===== src/rtl/tty_char_writer.sv =====
// Glass-TTY writer: byte stream in, text-RAM port B out; printable bytes write one cycle after accept.
// char_ready is high only in IDLE, so clear, scroll and the write cycle of a printable byte all backpressure.
module tty_char_writer #(
    parameter int         COL_BITS  = 7,
    parameter int         ROW_BITS  = 6,
    parameter logic [7:0] FILL_CHAR = 8'h20
) (
    input  logic                         clk_data,
    input  logic                         irst,
    input  logic                         char_valid,
    input  logic [7:0]                   char_data,
    output logic                         char_ready,
    output logic [ROW_BITS+COL_BITS-1:0] addrb,
    output logic [7:0]                   dinb,
    output logic                         web,
    output logic                         enb,
    input  logic [7:0]                   doutb,
    output logic [ROW_BITS-1:0]          cur_row,
    output logic [COL_BITS-1:0]          cur_col,
    output logic                         busy
);
    localparam int AW = ROW_BITS + COL_BITS;

    localparam logic [2:0] S_CLEAR    = 3'd0;
    localparam logic [2:0] S_IDLE     = 3'd1;
    localparam logic [2:0] S_PUT      = 3'd2;
    localparam logic [2:0] S_SCR_RD   = 3'd3;
    localparam logic [2:0] S_SCR_WR   = 3'd4;
    localparam logic [2:0] S_SCR_FILL = 3'd5;

    localparam logic [COL_BITS-1:0] COL_MAX  = '1;
    localparam logic [ROW_BITS-1:0] ROW_MAX  = '1;
    localparam logic [ROW_BITS-1:0] LAST_DST = ROW_MAX - ROW_BITS'(1);
    localparam logic [COL_BITS-1:0] TAB_LIM  = COL_MAX - COL_BITS'(7);

    logic [2:0]          state;
    logic [AW:0]         clr_cnt;
    logic [ROW_BITS-1:0] scr_row;
    logic [COL_BITS-1:0] scr_col;
    logic [7:0]          dinb_q;

    logic                accept, is_print, tab_wrap, do_newline, at_last_row;
    logic                scr_last_col, scr_done;
    logic [ROW_BITS-1:0] nxt_row, src_row;
    logic [COL_BITS-1:0] nxt_col;

    always_comb begin
        accept       = (state == S_IDLE) && char_valid;
        is_print     = (char_data >= 8'h20) && (char_data <= 8'h7E);
        tab_wrap     = cur_col >= TAB_LIM;
        at_last_row  = cur_row == ROW_MAX;
        do_newline   = (accept && ((char_data == 8'h0A) || ((char_data == 8'h09) && tab_wrap)))
                     || ((state == S_PUT) && (cur_col == COL_MAX));
        scr_last_col = scr_col == COL_MAX;
        scr_done     = scr_last_col && (scr_row == LAST_DST);
        nxt_row      = scr_last_col ? scr_row + ROW_BITS'(1) : scr_row;
        nxt_col      = scr_col + COL_BITS'(1);
        src_row      = nxt_row + ROW_BITS'(1);
        char_ready   = state == S_IDLE;
        busy         = state != S_IDLE;
        // scroll writes forward the RAM read data issued in the preceding SCR_RD cycle
        dinb         = (state == S_SCR_WR) ? doutb : dinb_q;
    end

    always_ff @(posedge clk_data) begin
        if (irst) begin
            state   <= S_CLEAR;
            clr_cnt <= '0;
            cur_row <= '0;
            cur_col <= '0;
            scr_row <= '0;
            scr_col <= '0;
            web     <= 1'b0;
            enb     <= 1'b0;
            addrb   <= '0;
            dinb_q  <= '0;
        end else begin
            case (state)
                S_CLEAR: begin
                    if (clr_cnt[AW]) begin
                        state <= S_IDLE;
                        web   <= 1'b0;
                        enb   <= 1'b0;
                    end else begin
                        web     <= 1'b1;
                        enb     <= 1'b1;
                        addrb   <= clr_cnt[AW-1:0];
                        dinb_q  <= FILL_CHAR;
                        clr_cnt <= clr_cnt + 1'b1;
                    end
                end
                S_IDLE: begin
                    if (accept) begin
                        if (is_print) begin
                            state  <= S_PUT;
                            web    <= 1'b1;
                            enb    <= 1'b1;
                            addrb  <= {cur_row, cur_col};
                            dinb_q <= char_data;
                        end else begin
                            case (char_data)
                                8'h0D, 8'h0A: cur_col <= '0;
                                8'h08: if (cur_col != '0) cur_col <= cur_col - COL_BITS'(1);
                                8'h09: cur_col <= tab_wrap ? '0 : (cur_col | COL_BITS'(7)) + COL_BITS'(1);
                                8'h0C: begin
                                    state   <= S_CLEAR;
                                    clr_cnt <= '0;
                                    cur_row <= '0;
                                    cur_col <= '0;
                                end
                                default: ;
                            endcase
                        end
                    end
                end
                S_PUT: begin
                    state   <= S_IDLE;
                    web     <= 1'b0;
                    enb     <= 1'b0;
                    cur_col <= cur_col + COL_BITS'(1);
                end
                S_SCR_RD: begin
                    state <= S_SCR_WR;
                    web   <= 1'b1;
                    enb   <= 1'b1;
                    addrb <= {scr_row, scr_col};
                end
                S_SCR_WR: begin
                    if (scr_done) begin
                        state   <= S_SCR_FILL;
                        scr_col <= '0;
                        web     <= 1'b1;
                        enb     <= 1'b1;
                        addrb   <= {ROW_MAX, {COL_BITS{1'b0}}};
                        dinb_q  <= FILL_CHAR;
                    end else begin
                        state   <= S_SCR_RD;
                        web     <= 1'b0;
                        enb     <= 1'b1;
                        scr_row <= nxt_row;
                        scr_col <= nxt_col;
                        addrb   <= {src_row, nxt_col};
                    end
                end
                S_SCR_FILL: begin
                    if (scr_last_col) begin
                        state <= S_IDLE;
                        web   <= 1'b0;
                        enb   <= 1'b0;
                    end else begin
                        scr_col <= nxt_col;
                        addrb   <= {ROW_MAX, nxt_col};
                    end
                end
                default: begin
                    state   <= S_CLEAR;
                    clr_cnt <= '0;
                end
            endcase

            // newline overrides the case above: either step down a row or start the scroll
            if (do_newline) begin
                if (!at_last_row) begin
                    cur_row <= cur_row + ROW_BITS'(1);
                end else begin
                    state   <= S_SCR_RD;
                    scr_row <= '0;
                    scr_col <= '0;
                    web     <= 1'b0;
                    enb     <= 1'b1;
                    addrb   <= {ROW_BITS'(1), {COL_BITS{1'b0}}};
                end
            end
        end
    end
endmodule

===== config.mk =====
export PLATFORM = sky130hd
export DESIGN_NAME = tty_char_writer
export DESIGN_NICKNAME = d
export VERILOG_FILES = /design/src/rtl/tty_char_writer.sv
export SDC_FILE = /design/constraint.sdc
export NUM_CORES = 1
export LEC_CHECK = 0
export CORE_MARGIN = 4
export CORE_UTILIZATION = 52
export CTS_BUF_LIST = sky130_fd_sc_hd__clkbuf_8
export CTS_CLUSTER_DIAMETER = 80
export CTS_CLUSTER_SIZE = 24
export DETAILED_ROUTE_END_ITERATION = 7
export GPL_TIMING_DRIVEN = 0
export HOLD_SLACK_MARGIN = 0.08
export PLACE_DENSITY_LB_ADDON = 0.25
export SYNTH_ARGS = -nofsm -noshare
export SYNTH_HDL_FRONTEND = slang
export SYNTH_SLANG_ARGS = --single-unit

===== constraint.sdc =====
create_clock -name clk_data -period 2.7 [get_ports clk_data]
set_clock_uncertainty 0.15 [all_clocks]
set_input_delay 0.405 -clock clk_data [delete_from_list [all_inputs] [get_ports clk_data]]
set_output_delay 0.405 -clock clk_data [all_outputs]
set_load 0.01 [all_outputs]

## After elaboration in Yosys (flattened, before gate mapping)

Cells that the tools add are included.

| operators by class | value |
|---|---|
| mux-type cells | 64 |
| magnitude comparators | 3 |
| multiply operators | 0 |
| reductions and logical operators | 19 |
| bitwise operators | 1 |
| divide/modulo/power cells | 0 |
| eq/ne operators | 23 |
| add/subtract/negate cells | 8 |
| shifts and indexed selects | 0 |

Operator list:

| operator | count |
|---|---|
| 2-to-1 mux 13 bit | 7 |
| 2-to-1 mux 6 bit | 11 |
| one-hot mux 13 bit (5 select lines) | 1 |
| 2-to-1 mux 14 bit | 4 |
| 2-to-1 mux 7 bit | 8 |
| one-hot mux 14 bit (3 select lines) | 1 |
| equality test 8 x 4 -> 1 bit (second input constant) | 5 |
| 2-to-1 mux 8 bit | 5 |
| one-hot mux 7 bit (2 select lines) | 2 |
| 2-to-1 mux 3 bit | 8 |
| one-hot mux 8 bit (3 select lines) | 1 |
| adder 7 x 1 -> 7 bit (second input constant) | 3 |
| one-hot mux 7 bit (3 select lines) | 1 |
| adder 6 x 1 -> 6 bit (second input constant) | 3 |
| one-hot mux 3 bit (6 select lines) | 1 |
| AND reduction 5 bit | 3 |
| adder 14 x 1 -> 14 bit (second input constant) | 1 |
| equality test 7 bit (second input constant) | 2 |
| equality test 6 bit (second input constant) | 2 |
| 2-to-1 mux 1 bit | 12 |
| greater-or-equal comparator 8 x 6 -> 1 bit (second input constant) | 1 |
| <= comparator 8 x 7 -> 1 bit (second input constant) | 1 |
| greater-or-equal comparator 7 bit (second input constant) | 1 |
| nonzero test 7 bit | 1 |
| 21 further kinds | 33 |

| word-level totals | value |
|---|---|
| flip-flop bits (word level) | 66 |
| RAM bits | 0 |
| ROM bits | 0 |
| input bits | 19 |
| memories kept | 0 |
| word-level logic and storage cells | 129 |
| output and inout port bits | 38 |
| bits in latches | 0 |

## Logic depth before layout (Yosys ltp)

| depth | value |
|---|---|
| word-level depth | 7 |
| depth in mapped cells | 12 |
| depth with buffers taken out | 11 |

## Worst setup path before layout

No wires, ideal clock.

| timing path | value |
|---|---|
| path kind | reg2reg |
| start | register scr_col[0] |
| end | register addrb[11] |
| arrival | 2.329 ns |
| data required time | 2.472 ns |
| stages on the path, launching flop included | 12 |
| setup slack | 0.144 ns |
| library setup time | 0.078 ns |
| path buffers | 1 |
| period minus slack after synthesis | 2.556 ns |
| cell sequence | dfxtp_1 -> ha_1 -> and4_1 -> nand2_1 -> clkbuf_1 -> o21ai_0 -> ha_1 -> inv_1 -> a31oi_1 -> xnor2_1 -> o2111a_1 -> nor3_1 |

| on the way | value |
|---|---|
| word-level cells in the longest chain between the ends | 7 |
| elaborated cells between the ends (all ways) | 9 |
| classes of those cells | add/sub: 1; eq/ne: 1; mux: 6; reduce/logical: 1 |

RTL lines:

| element | line | RTL |
|---|---|---|
| start, declared | 39 | `logic [COL_BITS-1:0] scr_col;` |
| start signal, assigned | 141 | `scr_col <= nxt_col;` |
| start signal, assigned | 151 | `scr_col <= nxt_col;` |
| equality test 7 bit (*) | 54 | `scr_last_col = scr_col == COL_MAX;` |
| 2-to-1 mux 6 bit | 56 | `nxt_row = scr_last_col ? scr_row + ROW_BITS'(1) : scr_row;` |
| adder 6 x 1 -> 6 bit | 58 | `src_row = nxt_row + ROW_BITS'(1);` |
| 2-to-1 mux 13 bit | 129 | `if (scr_done) begin` |
| one-hot mux 13 bit (5 select lines) (*) | 78 | `case (state)` |
| 2-to-1 mux 13 bit | 163 | `if (!at_last_row) begin` |
| 2-to-1 mux 13 bit (*) | 162 | `if (do_newline) begin` |
| end signal, assigned | 87 | `addrb <= clr_cnt[AW-1:0];` |
| end signal, assigned | 134 | `addrb <= {ROW_MAX, {COL_BITS{1'b0}}};` |
| end signal, assigned | 171 | `addrb <= {ROW_BITS'(1), {COL_BITS{1'b0}}};` |
| end, declared | 13 | `output logic [ROW_BITS+COL_BITS-1:0] addrb,` |

Every way passes the cells marked *; elsewhere a longest branch is shown, timed or not.
A chain may end at the register's enable or synchronous reset.

## Final worst setup path

| timing path | value |
|---|---|
| start | register scr_col[1] |
| end | register addrb[11] |

The elaborated chain is that of the path after synthesis.

==> qor.tcl <==
set qor(mean_post_synth_cell_area_um2) 7.698
set qor(residual_overflow_from_global_routing) 0
set qor(timing.critical_path.to_type) {flip-flop}
set qor(cell_pwr_density_mw_per_mm2) 336.7
set qor(place_hpwl_um) 10920
set qor(finalMaxSlewViolations) 0
set qor(critical-path-max-stage-delay_ns) 0.41
set qor(numCtsBuffers) 9
set qor(max_slew_headroom) 0.3876
set qor(drt_first_iter_violations) 661
set qor(syn_inst) 596
set qor(critPathTopFamily) {compound AO/OA/AOI/OAI gates}
set qor(die_area_mm2) 0.01039
set qor(internal_power_uw) 1448
set qor(port_buffer_count) 56
set qor(cts.clk_slew.worst_paths_ns) 0.08
set qor(fin_hold_ws_ns) 0.3298
set qor(met3_usage_grt) 0.06553
set qor(via_count_of_the_first_global_routing_pass) 4814
set qor(route.detailed.vias_per_inst) 6.530
set qor(critical-path-slowest-cell) {sky130_fd_sc_hd__dfxtp_2}
set qor(dpl_worst_slack_ns) -0.5634
set qor(clock.fmax_mhz) 384.3
set qor(max-clock-path-buffers) 2
set qor(synthesis.nets) 626
set qor(vdd.ir_drop.worst_mv) 0.2727
set qor(worst_setup_sp_type) {flip-flop}
set qor(synth-async-reset-ratio) 0
set qor(ios) 57
set qor(finish.cell_count_without_fillers) 778
set qor(clock_insertion_delay_worst_skew_ns) 0.35
set qor(place_congestion) 0.9588
set qor(share_of_post_route_cells_with_drive_strength_above_1) 0.1478
set qor(cts_tree) {built}
set qor(dominant_synthesized_flop_cell) {sky130_fd_sc_hd__dfxtp_1}
set qor(synth_seq_cells) 66
set qor(initial_utilization) 0.5313
set qor(cts.hold.buffers_added) 0
set qor(layout_setup_ws_ns) 0.09803
set qor(timing.final.hold_violations) 0
set qor(timing.critical_path.required_ns) 2.82
set qor(row_count) 34
set qor(worst_hold_path_type) {flip-flop to flip-flop}
set qor(wire_per_inst_um) 19.25
set qor(grt_first_pass_wirelength_um) 24140
set qor(grt_util_all_layers) 0.2920
set qor(grt_setup_unrepaired) {false}
set qor(placeableCoreArea_mm2) 0.008636
set qor(maximum_number_of_pins_on_one_net_before_global_route_repair) 11
set qor(yosys.cell_types.count) 83
set qor(path_buf_inv) 2
set qor(global_route.peak_usage_layer) {met2}
set qor(die-height_um) 101.9
set qor(drc) 0
set qor(routed_wl_um) 14980
set qor(finalCoreUtilization) 0.6546
set qor(seq_area_frac_synth) 0.2880
set qor(fin_nets) 697
set qor(antenna_found_initial) 0
set qor(cts_sinks) 66
set qor(p_sw_uw) 455.6
set qor(power.leakage_uw) 0.002095
set qor(tightest_slew_ns) 0.9110
set qor(num_vias) 5080
set qor(cp_data_arrival_time_ns) 2.73
set qor(final_antenna_net_count) 0
set qor(first_pass_iteration_count_of_the_detailed_router) 6
set qor(place.detailed.instances) 760
set qor(syn_area_mm2) 0.004588
set qor(root_buffer) {sky130_fd_sc_hd__clkbuf_8}
set qor(path_max_fanout) 10
set qor(n_fill_cell) 745
set qor(met2_usage) 0.4386
set qor(groute.layer.met1.usage) 0.4122
set qor(area.growth.synth_to_final_pct) 23.21
set qor(finalSetupViolCount) 0
set qor(finalCritPeriodShare) 0.9637
set qor(chipWidth_um) 101.9
set qor(criticalPathCategory) {flip-flop to flip-flop}
set qor(power_frac_comb) 0.065
set qor(synth_enable_flop_cells) 0
set qor(result_of_the_run) {completed}
set qor(antenna-diode-count) 0
set qor(yosys_warnings) 0
set qor(sw_frac_of_total) 0.2394
set qor(clock_power_share) 0.414
set qor(timing.setup.tns_ns) 0
set qor(drv.max_cap_violation_count) 0
set qor(crit_path_cell_chain) {ha_4, and4_4, nand2_2, clkbuf_4, o21ai_2, ha_1, inv_1, a31oi_2, xnor2_1, o2111a_1, nor3_1}
set qor(cts-htree-levels) 3
set qor(power.sequential.fraction) 0.521
set qor(finalWorstPathRequiredPeriod_ns) 2.602
==> cell type report <==
| class | count | area, um^2 | share of cell area |
|---|---|---|---|
| multi-input cells | 474 | 3092 | 0.5469 |
| flip-flops and latches | 66 | 1334 | 0.2359 |
| repair buffers | 61 | 605.6 | 0.1071 |
| plain buffers | 38 | 241.5 | 0.04272 |
| well taps | 108 | 135.1 | 0.02390 |
| clock buffers | 9 | 123.9 | 0.02191 |
| inverters | 17 | 72.57 | 0.01284 |
| clock inverters | 5 | 48.80 | 0.008632 |
==> cell usage in the layout (no fill, tap or decap), types with 4 or more instances in the layout <==
cell / Yosys / final
sky130_fd_sc_hd__nand2_1: 79 / 78
sky130_fd_sc_hd__dfxtp_1: 66 / 60
sky130_fd_sc_hd__nor2_1: 57 / 56
sky130_fd_sc_hd__clkdlybuf4s50_1: 0 / 53
sky130_fd_sc_hd__a21oi_1: 44 / 44
sky130_fd_sc_hd__o21ai_0: 27 / 26
sky130_fd_sc_hd__nand3_1: 23 / 22
sky130_fd_sc_hd__xnor2_1: 21 / 21
sky130_fd_sc_hd__inv_1: 14 / 14
sky130_fd_sc_hd__nor3_1: 14 / 14
sky130_fd_sc_hd__o211ai_1: 13 / 13
sky130_fd_sc_hd__buf_2: 17 / 12
sky130_fd_sc_hd__buf_4: 1 / 11
sky130_fd_sc_hd__and3_1: 11 / 11
sky130_fd_sc_hd__clkbuf_8: 0 / 10
sky130_fd_sc_hd__clkbuf_1: 16 / 10
sky130_fd_sc_hd__a31oi_1: 11 / 10
sky130_fd_sc_hd__ha_1: 11 / 10
sky130_fd_sc_hd__nand4_1: 9 / 9
sky130_fd_sc_hd__nand2b_1: 8 / 8
sky130_fd_sc_hd__a222oi_1: 8 / 8
sky130_fd_sc_hd__and2_1: 7 / 7
sky130_fd_sc_hd__nand3_2: 6 / 6
sky130_fd_sc_hd__a21oi_2: 6 / 6
sky130_fd_sc_hd__xor2_1: 6 / 6
sky130_fd_sc_hd__nor4_1: 6 / 6
sky130_fd_sc_hd__mux2i_1: 5 / 5
sky130_fd_sc_hd__a21o_1: 5 / 5
sky130_fd_sc_hd__nor3b_1: 6 / 5
sky130_fd_sc_hd__a211oi_1: 5 / 5
sky130_fd_sc_hd__o22ai_1: 4 / 4
sky130_fd_sc_hd__a311oi_1: 4 / 4
sky130_fd_sc_hd__o211a_1: 4 / 4
sky130_fd_sc_hd__a22oi_1: 4 / 4
sky130_fd_sc_hd__dfxtp_2: 0 / 4
==> power by group through the flow <==
stage / Clock [uW] / Combinational [uW] / Sequential [uW]
2_1_floorplan: 0 / 49.7 / 1010
3_3_place_gp: 0 / 114 / 1010
3_5_place_dp: 0 / 116 / 1020
4_1_cts: 792 / 120 / 993
5_1_grt: 841 / 133 / 992
6_report: 787 / 125 / 992
==> final timing paths <==
kind | cells after the start | slack (ns) | startpoint | to
setup reg to reg | 11 | 0.1 | scr_col[1] | addrb[11]
setup / recovery | 11 | 0.1 | scr_col[1] | addrb[11]
hold / removal | 1 | 0.33 | dinb_q[7] | dinb_q[7]
hold reg to reg | 1 | 0.33 | dinb_q[7] | dinb_q[7]
==> cell usage after synthesis, drive strengths merged (12+ instances only) <==
library cell	number	share of area
nor3	15	0.017
inv	16	0.013
dfxtp	66	0.29
nand2	79	0.065
o21ai	31	0.035
a31oi	12	0.018
clkbuf	16	0.013
nand3	29	0.038
xnor2	21	0.040
buf	23	0.031
nor2	58	0.048
o211ai	14	0.024
a21oi	50	0.059
==> layer usage <==
layer / wire length, um / vias to the layer above
met5: 0 / -
met4: 445 / 0
met3: 1521 / 46
met2: 6701 / 286
met1: 6310 / 2396
li1: - / 2352
==> through the flow <==
stage / power [uW] / cell area, um^2
after floorplan: 1064 / 4588
after global placement: 1129 / 5284
after detailed placement: 1132 / 5284
after CTS: 1905 / 5570
after global routing: 1967 / 5653
final: 1904 / 5653
==> state kept, by name (all words and copies together) (netlist names) <==
register	count
scr_row	6
scr_col	7
dinb_q	8
cur_col	7
cur_row	6
enb	1
addrb	13
clr_cnt	14
web	1
state	3
==> kinds of logic after synthesis <==
logic type / Yosys count / synth area share
and+or+nand+nor: 255 / 0.2945
AOI/OAI and AO/OA: 174 / 0.2621
DFF: 66 / 0.2880
buffers and inverters: 56 / 0.05809
xor gates and xnor gates: 27 / 0.05154
adders and majority gates: 11 / 0.03000
muxes: 7 / 0.01582
==> what timing repair did <==
| action | 4_1_cts | 5_1_grt |
|---|---|---|
| endpoints found under the hold margin | 0 | 0 |
| pin swaps | 1 | 1 |
| buffers inserted | 3 | 2 |
| setup endpoints to repair | 39 | 34 |
| gates resized for setup | 28 | 28 |
(Power assumes the default switching activity.)
